**config.mk**
```make
export PLATFORM = sky130hd
export DESIGN_NAME = mem_port_arbiter
export DESIGN_NICKNAME = d
export VERILOG_FILES = /design/src/rtl/cache_def_pkg.sv /design/src/rtl/rr_arb2.sv /design/src/rtl/mem_port_arbiter.sv
export SDC_FILE = /design/constraint.sdc
export NUM_CORES = 1
export LEC_CHECK = 0
export ABC_AREA = 1
export ABC_CLOCK_PERIOD_IN_PS = 12000
export BUFFER_PORTS_ARGS = -buffer_cell sky130_fd_sc_hd__buf_4
export CORE_AREA = 4 4 292 294
export CTS_BUF_LIST = sky130_fd_sc_hd__clkbuf_8
export DETAILED_ROUTE_END_ITERATION = 8
export DIE_AREA = 0 0 296 298
export PLACE_DENSITY_LB_ADDON = 0.1
export SYNTH_ARGS = -nofsm -noshare
export SYNTH_HDL_FRONTEND = slang
export SYNTH_HIERARCHICAL = 1
export SYNTH_SLANG_ARGS = --single-unit
```
**constraint.sdc**
```tcl
create_clock -name clk_i -period 12 [get_ports clk_i]
set_clock_uncertainty 0.15 [all_clocks]
set_input_delay 1.2 -clock clk_i [delete_from_list [all_inputs] [get_ports clk_i]]
set_output_delay 1.2 -clock clk_i [all_outputs]
set_load 0.005 [all_outputs]
```
**src/rtl/cache_def_pkg.sv**
```systemverilog
// Shared cache-subsystem definitions: arbiter FSM states, request sources and
// line-offset helpers used by the memory port arbiter.
package cache_def;

  typedef enum logic [1:0] {
    IDLE   = 2'd0,
    GNT_IC = 2'd1,
    GNT_DC = 2'd2
  } arb_state_e;

  typedef enum logic {
    IC = 1'b0,
    DC = 1'b1
  } arb_src_e;

  // Number of byte-offset bits inside one line of line_w bits.
  function automatic int line_off_w(input int line_w);
    return $clog2(line_w / 8);
  endfunction

  localparam int LINE_OFF_W = line_off_w(128);

endpackage

```
**src/rtl/rr_arb2.sv**
```systemverilog
// Two-way round-robin picker. Bit 0 is the I-cache, bit 1 the D-cache; the
// remembered last_grant flips priority on contention and updates on i_take.
module rr_arb2
  import cache_def::*;
(
  input  logic       i_clk,
  input  logic       i_rst,
  input  logic [1:0] i_req,
  input  logic       i_take,
  output logic [1:0] o_gnt
);

  arb_src_e r_last;

  always_comb begin
    o_gnt = 2'b00;
    unique case (i_req)
      2'b01:   o_gnt = 2'b01;
      2'b10:   o_gnt = 2'b10;
      2'b11:   o_gnt = (r_last == IC) ? 2'b10 : 2'b01;
      default: o_gnt = 2'b00;
    endcase
  end

  always_ff @(posedge i_clk or posedge i_rst) begin
    if (i_rst) begin
      r_last <= IC;
    end else if (i_take && (o_gnt != 2'b00)) begin
      r_last <= o_gnt[1] ? DC : IC;
    end
  end

endmodule

```
**src/rtl/mem_port_arbiter.sv**
```systemverilog
// Shares the line-refill memory port between the I-cache and D-cache miss
// paths, one transaction at a time. Define MEM_ARB_PERF_EN for perf counters.
module mem_port_arbiter
  import cache_def::*;
#(
  parameter int ADDR_W = 32,
  parameter int LINE_W = 128
`ifdef MEM_ARB_PERF_EN
  ,
  parameter int CNT_W  = 32
`endif
) (
  input  logic              clk_i,
  input  logic              rst_i,
  input  logic              ic_cs_i,
  input  logic [ADDR_W-1:0] ic_addr_i,
  output logic [LINE_W-1:0] ic_rdata_o,
  output logic              ic_rvalid_o,
  input  logic              dc_cs_i,
  input  logic              dc_we_i,
  input  logic [ADDR_W-1:0] dc_addr_i,
  input  logic [LINE_W-1:0] dc_wdata_i,
  output logic [LINE_W-1:0] dc_rdata_o,
  output logic              dc_rvalid_o,
  output logic              mem_cs_o,
  output logic              mem_we_o,
  output logic [ADDR_W-1:0] mem_addr_o,
  output logic [LINE_W-1:0] mem_wdata_o,
  input  logic [LINE_W-1:0] mem_rdata_i,
  input  logic              mem_rvalid_i,
  output logic              busy_o
`ifdef MEM_ARB_PERF_EN
  ,
  output logic [CNT_W-1:0]  perf_ic_gnt_o,
  output logic [CNT_W-1:0]  perf_dc_gnt_o,
  output logic [CNT_W-1:0]  perf_wait_o
`endif
);

  localparam int OFF_W = line_off_w(LINE_W);
  localparam logic [ADDR_W-1:0] OFF_MASK = ADDR_W'((64'd1 << OFF_W) - 64'd1);

  // Handshake: a requester raises cs and holds it until its rvalid pulse;
  // mem_cs_o is held until mem_rvalid_i, which completes the transaction.
  arb_state_e r_state;
  arb_state_e w_state_nxt;
  logic [1:0] w_gnt;
  logic       w_idle;
  logic       w_grant_evt;
  logic       r_mem_cs;
  logic       r_mem_we;
  logic [ADDR_W-1:0] r_mem_addr;
  logic [LINE_W-1:0] r_mem_wdata;

  assign w_idle      = (r_state == IDLE);
  assign w_grant_evt = w_idle && (w_gnt != 2'b00);

  rr_arb2 u_rr_arb2 (
    .i_clk  (clk_i),
    .i_rst  (rst_i),
    .i_req  ({dc_cs_i, ic_cs_i}),
    .i_take (w_idle),
    .o_gnt  (w_gnt)
  );

  always_comb begin
    w_state_nxt = r_state;
    unique case (r_state)
      IDLE: begin
        if (w_gnt[1])      w_state_nxt = GNT_DC;
        else if (w_gnt[0]) w_state_nxt = GNT_IC;
      end
      GNT_IC, GNT_DC: begin
        if (mem_rvalid_i) w_state_nxt = IDLE;
      end
      default: w_state_nxt = IDLE;
    endcase
  end

  always_ff @(posedge clk_i or posedge rst_i) begin
    if (rst_i) r_state <= IDLE;
    else       r_state <= w_state_nxt;
  end

  // The port is loaded only on the grant edge, so requester changes mid-grant
  // never reach the memory side.
  always_ff @(posedge clk_i or posedge rst_i) begin
    if (rst_i) begin
      r_mem_cs    <= 1'b0;
      r_mem_we    <= 1'b0;
      r_mem_addr  <= '0;
      r_mem_wdata <= '0;
    end else if (w_grant_evt) begin
      r_mem_cs    <= 1'b1;
      r_mem_we    <= w_gnt[1] & dc_we_i;
      r_mem_addr  <= (w_gnt[1] ? dc_addr_i : ic_addr_i) & ~OFF_MASK;
      r_mem_wdata <= w_gnt[1] ? dc_wdata_i : '0;
    end else if (!w_idle && mem_rvalid_i) begin
      r_mem_cs <= 1'b0;
      r_mem_we <= 1'b0;
    end
  end

  assign mem_cs_o    = r_mem_cs;
  assign mem_we_o    = r_mem_we;
  assign mem_addr_o  = r_mem_addr;
  assign mem_wdata_o = r_mem_wdata;
  assign busy_o      = !w_idle;

  assign ic_rdata_o  = mem_rdata_i;
  assign dc_rdata_o  = mem_rdata_i;
  assign ic_rvalid_o = (r_state == GNT_IC) && mem_rvalid_i;
  assign dc_rvalid_o = (r_state == GNT_DC) && mem_rvalid_i;

`ifdef MEM_ARB_PERF_EN
  logic [CNT_W-1:0] r_perf_ic;
  logic [CNT_W-1:0] r_perf_dc;
  logic [CNT_W-1:0] r_perf_wait;
  logic             w_ic_wait;
  logic             w_dc_wait;

  // A side waits when it requests but neither holds nor is receiving the grant.
  assign w_ic_wait = ic_cs_i && (r_state != GNT_IC) && !(w_grant_evt && w_gnt[0]);
  assign w_dc_wait = dc_cs_i && (r_state != GNT_DC) && !(w_grant_evt && w_gnt[1]);

  always_ff @(posedge clk_i or posedge rst_i) begin
    if (rst_i) begin
      r_perf_ic   <= '0;
      r_perf_dc   <= '0;
      r_perf_wait <= '0;
    end else begin
      if (w_grant_evt && w_gnt[0]) r_perf_ic <= r_perf_ic + 1'b1;
      if (w_grant_evt && w_gnt[1]) r_perf_dc <= r_perf_dc + 1'b1;
      r_perf_wait <= r_perf_wait + CNT_W'(w_ic_wait) + CNT_W'(w_dc_wait);
    end
  end

  assign perf_ic_gnt_o = r_perf_ic;
  assign perf_dc_gnt_o = r_perf_dc;
  assign perf_wait_o   = r_perf_wait;
`endif

endmodule

```
==> results of run 1 <==
[per-stage QoR]
stage	hold slack [ps]	area [um2]	worst slack (ps)
after floorplan	291.7	8567	6330
after global placement	306.6	10400	7619
after detailed placement	309.4	10400	7614
after CTS	250.9	10810	8283
after global routing	267.0	10810	8074
final	328.1	10820	8429
[report_power, final]
group | internal, uW | switching (uW) | total [uW] | leakage [uW]
Clock | 199 | 264 | 463 | 0.000197
Sequential | 764 | 121 | 885 | 0.00206
Combinational | 431 | 516 | 947 | 0.00349
Total | 1390 | 901 | 2290 | 0.00575
[worst max-delay path, delay by kind of cell]
kind | cells | cell delay (ps)
AND/OR/NAND/NOR | 5 | 1160
buffers and inverters | 3 | 1460
[layout by cell type, fill, tap and decap left out]
| cell type | n |
|---|---|
| nor2_2 | 1 |
| inv_2 | 1 |
| nand2_1 | 514 |
| inv_4 | 1 |
| clkinvlp_4 | 4 |
| buf_4 | 355 |
| inv_8 | 1 |
| clkbuf_8 | 19 |
| bufinv_16 | 2 |
| inv_6 | 4 |
| conb_1 | 4 |
| inv_1 | 36 |
| clkinv_4 | 2 |
| dfrtp_1 | 161 |
| and2_4 | 1 |
| diode_2 | 2 |
| ha_1 | 4 |
| nor2_1 | 3 |
| o21ai_4 | 1 |
| o21ai_0 | 29 |
| nand3_1 | 4 |
| clkinv_2 | 1 |
[how the worst max path moves through the flow]
| stage | from | end | slack, ps |
|---|---|---|---|
| CTS | ic_cs_i | mem_wdata_o[117] | 8280 |
| global route | ic_cs_i | mem_wdata_o[76] | 8070 |
| finish | ic_cs_i | mem_wdata_o[117] | 8430 |
| detailed placement | ic_cs_i | mem_wdata_o[117] | 7610 |
| global placement | ic_cs_i | mem_wdata_o[117] | 7620 |
| floorplan | rst_i | mem_addr_o[10] | 6330 |
[layer usage]
layer / part of all wire / routed length, um
met1: 0.39 / 12380
met5: 0.0011 / 35
met2: 0.46 / 14940
met4: 0.038 / 1219
met3: 0.11 / 3577
[flip-flops by register name (all words and copies together) (netlist names)]
register          flops
mem_addr_o           28
u_rr_arb2/r_last      1
mem_wdata_o         128
mem_we_o              1
mem_cs_o              1
r_state               2
[final cells by class]
class / count / area [um2]
Clock buffer: 19 / 261.5
Clock inverter: 13 / 150.1
Multi-Input combinational cell: 561 / 2202
Antenna cell: 2 / 5.005
Tap cell: 1080 / 1351
Fill cell: 9550 / 72070
Inverter: 39 / 153.9
Sequential cell: 161 / 4029
Timing Repair Buffer: 355 / 2665
[cell families after synthesis]
logic type      Yosys count  share of synthesized area
other cells               1                  0.0004383
fa+ha+maj                 4                   0.005850
flops                   161                     0.4709
compound gates           30                    0.01887
buf+inv                 338                     0.2730
simple gates            523                     0.2309
==> summary.txt, run 1 <==
wire per inst: 14.42 um
Hold Path Class: flop to flop
CTS sink count: 161
Synth Register Bits: 161
Root Buffer: clkbuf_8
Final Util: 0.1305
die area: 88210 um2
area grow syn2layout: 26.44%
top post-synthesis cells by count: 514 x nand2_1, 281 x buf_4, 161 x dfrtp_1
DRT iter0 DRCs: 191
GR peak layer: met2
crit path max fanout: 68
Setup CP Type: input port to flop
initial antenna violation count: 1
Synth area leaders: dfrtp_1 47%, buf_4 25%, nand2_1 23%, o21ai_0 1.7%, inv_1 1.6%
first-pass GRT wire length: 47070 um
arrival time at the worst endpoint: 3900 ps
die height: 298 um
Final Cycle Share: 0.2976
min cycle time layout: 3571 ps
Worst Path Required: 12330 ps
post-CTS setup repair buffer count: 0
r2r endpoint: mem_wdata_o[117]
Ys Warns: 6
hold endpoint: mem_wdata_o[110]
largest net degree at the start of global routing: 75
detailed-route DRC error count: 0
crit-path most repeated cell: nand2_1
Cell Pwr Density: 212.1 nW/um2
CORE AREA: 82890 um2
CP peak stage delay: 720 ps
Post-synth EDFFs: 0
Site Rows: 106
# IOs: 747
Post-Syn Instances: 1057
# setup viols final: 0
Final nets: 1465
Slew HR: 0.3627
critical path, cell by cell: buf_4 -> nand2_1 -> and2_4 -> nand2_1 -> inv_4 -> buf_4 -> nand2_1 -> nand2_1
CP endpoint kind: flop
RSZ-0062 raised after global routing: no
CP Launch Type: input port
Starting Density: 0.1032
share of the synthesized area in the top cell type: 0.4709
Static Leak: 0.005746 uW
clock buffer depth: 2
R2R depth: 7
Buffers on Ports: 350
drt total wl: 32150 um
Slew Viols, Final: 0
Post-DP HPWL: 22810 um
Syn Area/Cell: 8.094 um2
number of H-tree levels: 4
first-pass iteration count of the detailed router: 4
gr usage total: 0.07281
Post-synth top flop: dfrtp_1
Clock transition at path regs: 120 ps
RR Startpoint: u_rr_arb2/r_last
setup_tns: 0 ps
count leader, synth: nand2_1
final cell count without fillers: 2230
Vias per Instance: 2.861
post-synthesis cell type count: 15
Slew @ Worst Pin: 955.9 ps
R2R setup slack: 8810 ps
worst hold stages: 2
Mapped Area: 8556 um2
status: complete, no violations
post-cts resize count: 0
hold_buf cts: 0
vias in the first global route: 6884
met2 usage: 0.1145
Pwr Total: 2295 uW
Slowest-stage cell, CP: buf_4
Clk Latency, worst-skew pair: 540 ps
final hold vios: 0
DR vias: 6380
Seq/Total Area, Yosys: 0.4709
TritonCTS clock tree: yes
Max VDD drop: 77.59 uV
Congestion Overflow GR: 0
ys async rst share: 1.000
GRT met3 Usage: 0.03884
Die Span X: 296 um
HP Start: mem_wdata_o[110]
FMAX: 0.2800 GHz
max-cap violations: 0
met1 Resource Use GR: 0.07899
Post-DRT Antenna Nets: 0
gp weighted congestion: 0.6321
Num CTS Buffers: 17
layout cells sized above 1: 0.3423
Yosys top cell by area: dfrtp_1
post-placement cell count: 2196
No activity file was read; power rests on OpenSTA's default activity.
==> inputs of run 2 (changes only) <==
--- a/config.mk
+++ b/config.mk
@@ -6,12 +6,12 @@
 export NUM_CORES = 1
 export LEC_CHECK = 0
 export ABC_AREA = 1
-export ABC_CLOCK_PERIOD_IN_PS = 12000
+export ABC_CLOCK_PERIOD_IN_PS = 3400
 export BUFFER_PORTS_ARGS = -buffer_cell sky130_fd_sc_hd__buf_4
-export CORE_AREA = 4 4 292 294
+export CORE_AREA = 4 4 289 291
 export CTS_BUF_LIST = sky130_fd_sc_hd__clkbuf_8
 export DETAILED_ROUTE_END_ITERATION = 8
-export DIE_AREA = 0 0 296 298
+export DIE_AREA = 0 0 293 295
 export PLACE_DENSITY_LB_ADDON = 0.1
 export SYNTH_ARGS = -nofsm -noshare
 export SYNTH_HDL_FRONTEND = slang
==> constraint.sdc (replaced) <==
create_clock -name clk_i -period 3.4 [get_ports clk_i]
set_clock_uncertainty 0.15 [all_clocks]
set_input_delay 0.34 -clock clk_i [delete_from_list [all_inputs] [get_ports clk_i]]
set_output_delay 0.34 -clock clk_i [all_outputs]
set_load 0.005 [all_outputs]
==> run 2 against run 1 <==
  * Sequential share of layout area fell by 5.8 points
  * Via count increased by 12%
  * Total power rose to 3.6 times the previous value
  * Non-clock buffer count is 200 higher
  * Combinational power rose to 3.8 times the previous value
  * Clock-buffer cell count is 1 lower
  * Clock power grew to 3.3 times the previous value
  * Routed wire length rose by 1.2%
  * Cell count up 8.1%
==> summary.txt, run 2 (same netlist as run 1, synthesis figures left out) <==
Slew @ Worst Pin: 950.8 ps
area grow syn2layout: 49.84%
met2 usage: 0.1166
max-cap violations: 0
TritonCTS clock tree: yes
DR vias: 7118
initial antenna violation count: 2
clock network power share: 0.186
crit-path most repeated cell: nand2_1
crit path max fanout: 43
setup_tns: 0 ps
Starting Density: 0.1062
Congestion Overflow GR: 0
# IOs: 747
largest net degree at the start of global routing: 83
status: complete, no violations
Hold Path Class: input port to flop
Post-DRT Antenna Nets: 0
critical path, cell by cell: inv_1 -> ha_1 -> nand2_1 -> inv_4 -> buf_12 -> nand2_1 -> nand2_1 -> dlygate4sd3_1
Num CTS Buffers: 17
combinational share of power: 0.439
Root Buffer: clkbuf_8
GRT met3 Usage: 0.03756
first-pass iteration count of the detailed router: 4
layout cells sized above 1: 0.2990
commonest non-fill, non-tap cells in the layout: 514 x nand2_1, 359 x buf_4, 189 x dlygate4sd3_1
gr usage total: 0.07386
number of H-tree levels: 4
Final nets: 1665
# setup viols final: 0
arrival time at the worst endpoint: 2780 ps
Setup CP Type: flop to flop
sequential share of power: 0.376
final cell count without fillers: 2410
CP endpoint kind: flop
met1 Resource Use GR: 0.07932
Storage cell area: 4029 um2
min cycle time layout: 2464 ps
Post-DP HPWL: 23680 um
DRT iter0 DRCs: 171
Final Cycle Share: 0.7247
FMAX: 0.4059 GHz
Internal Pwr Total: 5096 uW
Worst Path Required: 3710 ps
die area: 86440 um2
final hold vios: 0
Max VDD drop: 449.5 uV
gp weighted congestion: 0.6547
hold slack final: 99.78 ps
detailed-route DRC error count: 0
Site Rows: 104
Multi-input gate area: 2202 um2
Switch Pwr: 3213 uW
Filler cells: 9190
drt total wl: 32540 um
CORE AREA: 80550 um2
clock buffer depth: 2
Slowest-stage cell, CP: dlygate4sd3_1
Static Leak: 0.006624 uW
CP peak stage delay: 540 ps
Largest register FFs: 128
most common cell after layout, fill and taps aside: nand2_1
Clock transition at path regs: 110 ps
post-CTS setup repair buffer count: 0
Vias per Instance: 2.954
CP Launch Type: flop
vias in the first global route: 7485
Slew Viols, Final: 0
Slew HR: 0.3648
Cell Pwr Density: 648.1 nW/um2
post-placement cell count: 2187
Buffers on Ports: 350
Crit path buffers/inverters: 4
CTS sink count: 161
die height: 295 um
switch share: 0.3867
critical path's top delay family: buffers and inverters
RSZ-0062 raised after global routing: no
Clk Latency, worst-skew pair: 530 ps
Die Span X: 293 um
wire per inst: 13.50 um
GR peak layer: met2
first-pass GRT wire length: 47620 um
[run 2: cell types whose count changed in the layout (fill, tap and decap cells not counted), sizes merged]
cell / before / now
clkbuf: 19 / 18
bufinv: 2 / 1
buf: 355 / 366
clkinvlp: 4 / 3
dlygate4sd3: 0 / 189
inv: 43 / 46
[run 2: final timing paths]
path | start | endpoint | slack (ps) | depth (start not counted)
max in group asynchronous | rst_i | mem_wdata_o[8] | 1900 | 4
worst max register to register | r_state[0] | mem_we_o | 940 | 8
worst max-delay path | r_state[0] | mem_we_o | 940 | 8
worst min-delay path | ic_addr_i[23] | mem_addr_o[23] | 100 | 5
min in group asynchronous | rst_i | mem_addr_o[15] | 440 | 3
worst min register to register | mem_wdata_o[125] | mem_wdata_o[125] | 330 | 2
[run 2: per-layer routing]
layer | part of all wire | wire (um) | vias up
met5 | 0.00040 | 13 | -
met4 | 0.053 | 1723 | 2
met3 | 0.098 | 3185 | 113
met2 | 0.46 | 14980 | 333
met1 | 0.39 | 12630 | 3215
li1 | - | - | 3455
[run 2: through the flow]
stage,cell area [um2],util,power [uW],worst slack (ps)
2_1_floorplan,8571,-,4872,881.2
3_3_place_gp,10550,0.1309,6782,1346
3_5_place_dp,10550,0.1309,6757,1358
4_1_cts,12810,0.1591,8677,837.0
5_1_grt,12820,0.1591,9147,713.0
6_report,12820,0.1592,8309,936.1
[run 2: what timing repair did]
action | 4_1_cts | 5_1_grt
endpoints found under the hold margin | 181 | 0
hold buffers | 189 | 0
resized for setup | 0 | 0
[run 2: worst register-to-register path, delay by kind of cell (launching register included)]
kind	cells	cell delay (ps)
flip-flops	1	420
AND/OR/NAND/NOR	3	390
buffers and inverters	4	1170
adder cells (fa/ha/maj)	1	270
[run 2: cell type report]
| class | count | share of cell area |
|---|---|---|
| inverter | 39 | 0.01191 |
| multi-input combinational | 561 | 0.1718 |
| tap | 1060 | 0.1035 |
| sequential | 161 | 0.3143 |
| timing repair buffer | 555 | 0.3687 |
| antenna | 2 | 0.0003904 |
| clock inverter | 14 | 0.01015 |
| clock buffer | 18 | 0.01932 |
[run 2: power by group through the flow]
stage,registers (uW),logic (uW),clock network (uW)
after floorplan,3190,1680,0
after global placement,3160,3620,0
after detailed placement,3170,3590,0
after CTS,3140,3840,1690
after global routing,3240,4160,1740
final,3120,3640,1540
==> inputs of run 3 (changes only) <==
--- a/config.mk
+++ b/config.mk
@@ -6,12 +6,12 @@
 export NUM_CORES = 1
 export LEC_CHECK = 0
 export ABC_AREA = 1
-export ABC_CLOCK_PERIOD_IN_PS = 3400
+export ABC_CLOCK_PERIOD_IN_PS = 2100
 export BUFFER_PORTS_ARGS = -buffer_cell sky130_fd_sc_hd__buf_4
-export CORE_AREA = 4 4 289 291
+export CORE_AREA = 4 4 292 294
 export CTS_BUF_LIST = sky130_fd_sc_hd__clkbuf_8
 export DETAILED_ROUTE_END_ITERATION = 8
-export DIE_AREA = 0 0 293 295
+export DIE_AREA = 0 0 296 298
 export PLACE_DENSITY_LB_ADDON = 0.1
 export SYNTH_ARGS = -nofsm -noshare
 export SYNTH_HDL_FRONTEND = slang
==> constraint.sdc (replaced) <==
create_clock -name clk_i -period 2.1 [get_ports clk_i]
set_clock_uncertainty 0.15 [all_clocks]
set_input_delay 0.21 -clock clk_i [delete_from_list [all_inputs] [get_ports clk_i]]
set_output_delay 0.21 -clock clk_i [all_outputs]
set_load 0.005 [all_outputs]
==> run 3 against run 2 <==
  * Routed wire length up 2.1%
  * Clock power up 63%
  * Die area up 2.1%
  * First-iteration DRC count up 5.3%
  * Flip-flop and latch count unchanged
  * Cell area up 1.6%
  * Global-route usage up 0.097 points
  * Critical path type is now flop to primary output
  * Worst setup slack worse by 720 ps
==> summary.txt, run 3 (same netlist as run 1, synthesis figures left out) <==
drt total wl: 33230 um
# setup viols final: 0
final hold vios: 0
die height: 298 um
wire per inst: 13.63 um
most common cell after layout, fill and taps aside: nand2_1
Setup WS post-layout: 214.0 ps
Slew Viols, Final: 0
gr usage total: 0.07483
Clk Latency, worst-skew pair: 520 ps
design area: 13030 um2
detailed-route DRC error count: 0
vias in the first global route: 7850
Crit path buffers/inverters: 3
status: complete, no violations
# IOs: 747
R2R setup slack: 290 ps
Starting Density: 0.1032
switch share: 0.3821
CORE AREA: 82890 um2
crit path max fanout: 4
max-cap violations: 0
Final Util: 0.1571
first-pass iteration count of the detailed router: 4
RR Startpoint: u_rr_arb2/r_last
initial antenna violation count: 1
hold slack final: 99.98 ps
clock network power share: 0.183
Congestion Overflow GR: 0
Largest register FFs: 128
combinational share of power: 0.448
Vias per Instance: 2.920
Post-DP HPWL: 24000 um
largest net degree at the start of global routing: 68
gp weighted congestion: 0.6416
DR vias: 7120
Max VDD drop: 407.9 uV
die area: 88210 um2
area grow syn2layout: 52.24%
Cell Pwr Density: 1052 nW/um2
min cycle time layout: 1886 ps
Root Buffer: clkbuf_8
Setup CP Type: flop to primary output
CP endpoint kind: primary output
sequential share of power: 0.369
arrival time at the worst endpoint: 1530 ps
CP Launch Type: flop
Worst Path Required: 1740 ps
Final Cycle Share: 0.8981
r2r endpoint: mem_addr_o[28]
CP peak stage delay: 420 ps
CTS sink count: 161
number of H-tree levels: 4
Final nets: 1675
Pwr Total: 13700 uW
Clock transition at path regs: 110 ps
TritonCTS clock tree: yes
Internal Pwr Total: 8466 uW
first-pass GRT wire length: 49130 um
critical path, cell by cell: inv_1 -> ha_2 -> inv_1 -> buf_4
Num CTS Buffers: 17
worst slack, placed: 263.5 ps
# diodes: 0
Cell Area, Placed: 10720 um2
Hold Path Class: input port to asynchronous set/reset pin
layout cells sized above 1: 0.3034
R2R depth: 6
Static Leak: 0.006699 uW
critical path's top delay family: flip-flops
Buffers on Ports: 350
clock buffer depth: 2
RSZ-0062 raised after global routing: no
FMAX: 0.5302 GHz
Slowest-stage cell, CP: dfrtp_1
Post-DRT Antenna Nets: 0
DRT iter0 DRCs: 180
Filler cells: 9482
Switch Pwr: 5236 uW
Die Span X: 296 um
commonest non-fill, non-tap cells in the layout: 514 x nand2_1, 360 x buf_4, 191 x dlygate4sd3_1
crit-path most repeated cell: inv_1
Site Rows: 106
-- run 3: cell types whose count changed in the layout (fill, tap and decap cells not counted), moves of 2 or more --
cell,delta
buf_12,+7
clkinv_4,+4
clkbuf_8,+3
inv_6,-3
diode_2,-2
dlygate4sd3_1,+2
inv_8,-2
-- run 3: tightest hold or removal path: cells and delay by family --
family | cells | cell delay, ps
buffers and inverters | 3 | 980
-- run 3: area by class of cell --
class / count / area [um2] / area share
Sequential cell: 161 / 4029 / 0.3093
Timing Repair Buffer: 565 / 4895 / 0.3758
Multi-Input combinational cell: 561 / 2205 / 0.1693
Tap cell: 1080 / 1351 / 0.1037
Inverter: 39 / 152.6 / 0.01172
Clock buffer: 21 / 289.0 / 0.02219
Clock inverter: 11 / 103.9 / 0.007973
-- run 3: layer usage --
layer,track usage,wire length (um),up-vias
met5,0,13,-
met4,0.03686,1395,2
met3,0.03764,3295,99
met2,0.1223,15590,341
met1,0.07981,12930,3208
li1,-,-,3470
-- run 3: worst max path at each step --
stage | start | to | slack, ps | cells past startpoint
final | r_state[0] | busy_o | 210 | 4
after CTS | r_state[0] | busy_o | 20 | 4
after floorplan | rst_i | mem_addr_o[10] | -290 | 1
after global routing | r_state[0] | busy_o | 40 | 4
after detailed placement | r_state[0] | mem_wdata_o[83] | 260 | 8
after global placement | r_state[0] | mem_wdata_o[81] | 280 | 8
-- run 3: per-stage QoR --
step                      TNS [ps]  instances
after global placement           0       2215
after global routing             0       2438
after floorplan             -46210       1060
final                            0       2438
after detailed placement         0       2215
after CTS                        0       2438
-- run 3: repair_timing --
item	in CTS	in global routing
gates resized for setup	0	1
hold buffers	191	0
buffers inserted	0	0
setup endpoints to repair	0	1
hold endpoints to repair	271	0
-- run 3: power groups by stage --
stage	logic, uW	clock network [uW]	registers, uW
after floorplan	2720	0	5170
after global placement	6200	0	5130
after detailed placement	6160	0	5130
after CTS	6480	2810	5080
after global routing	7020	2880	5230
final	6140	2510	5060
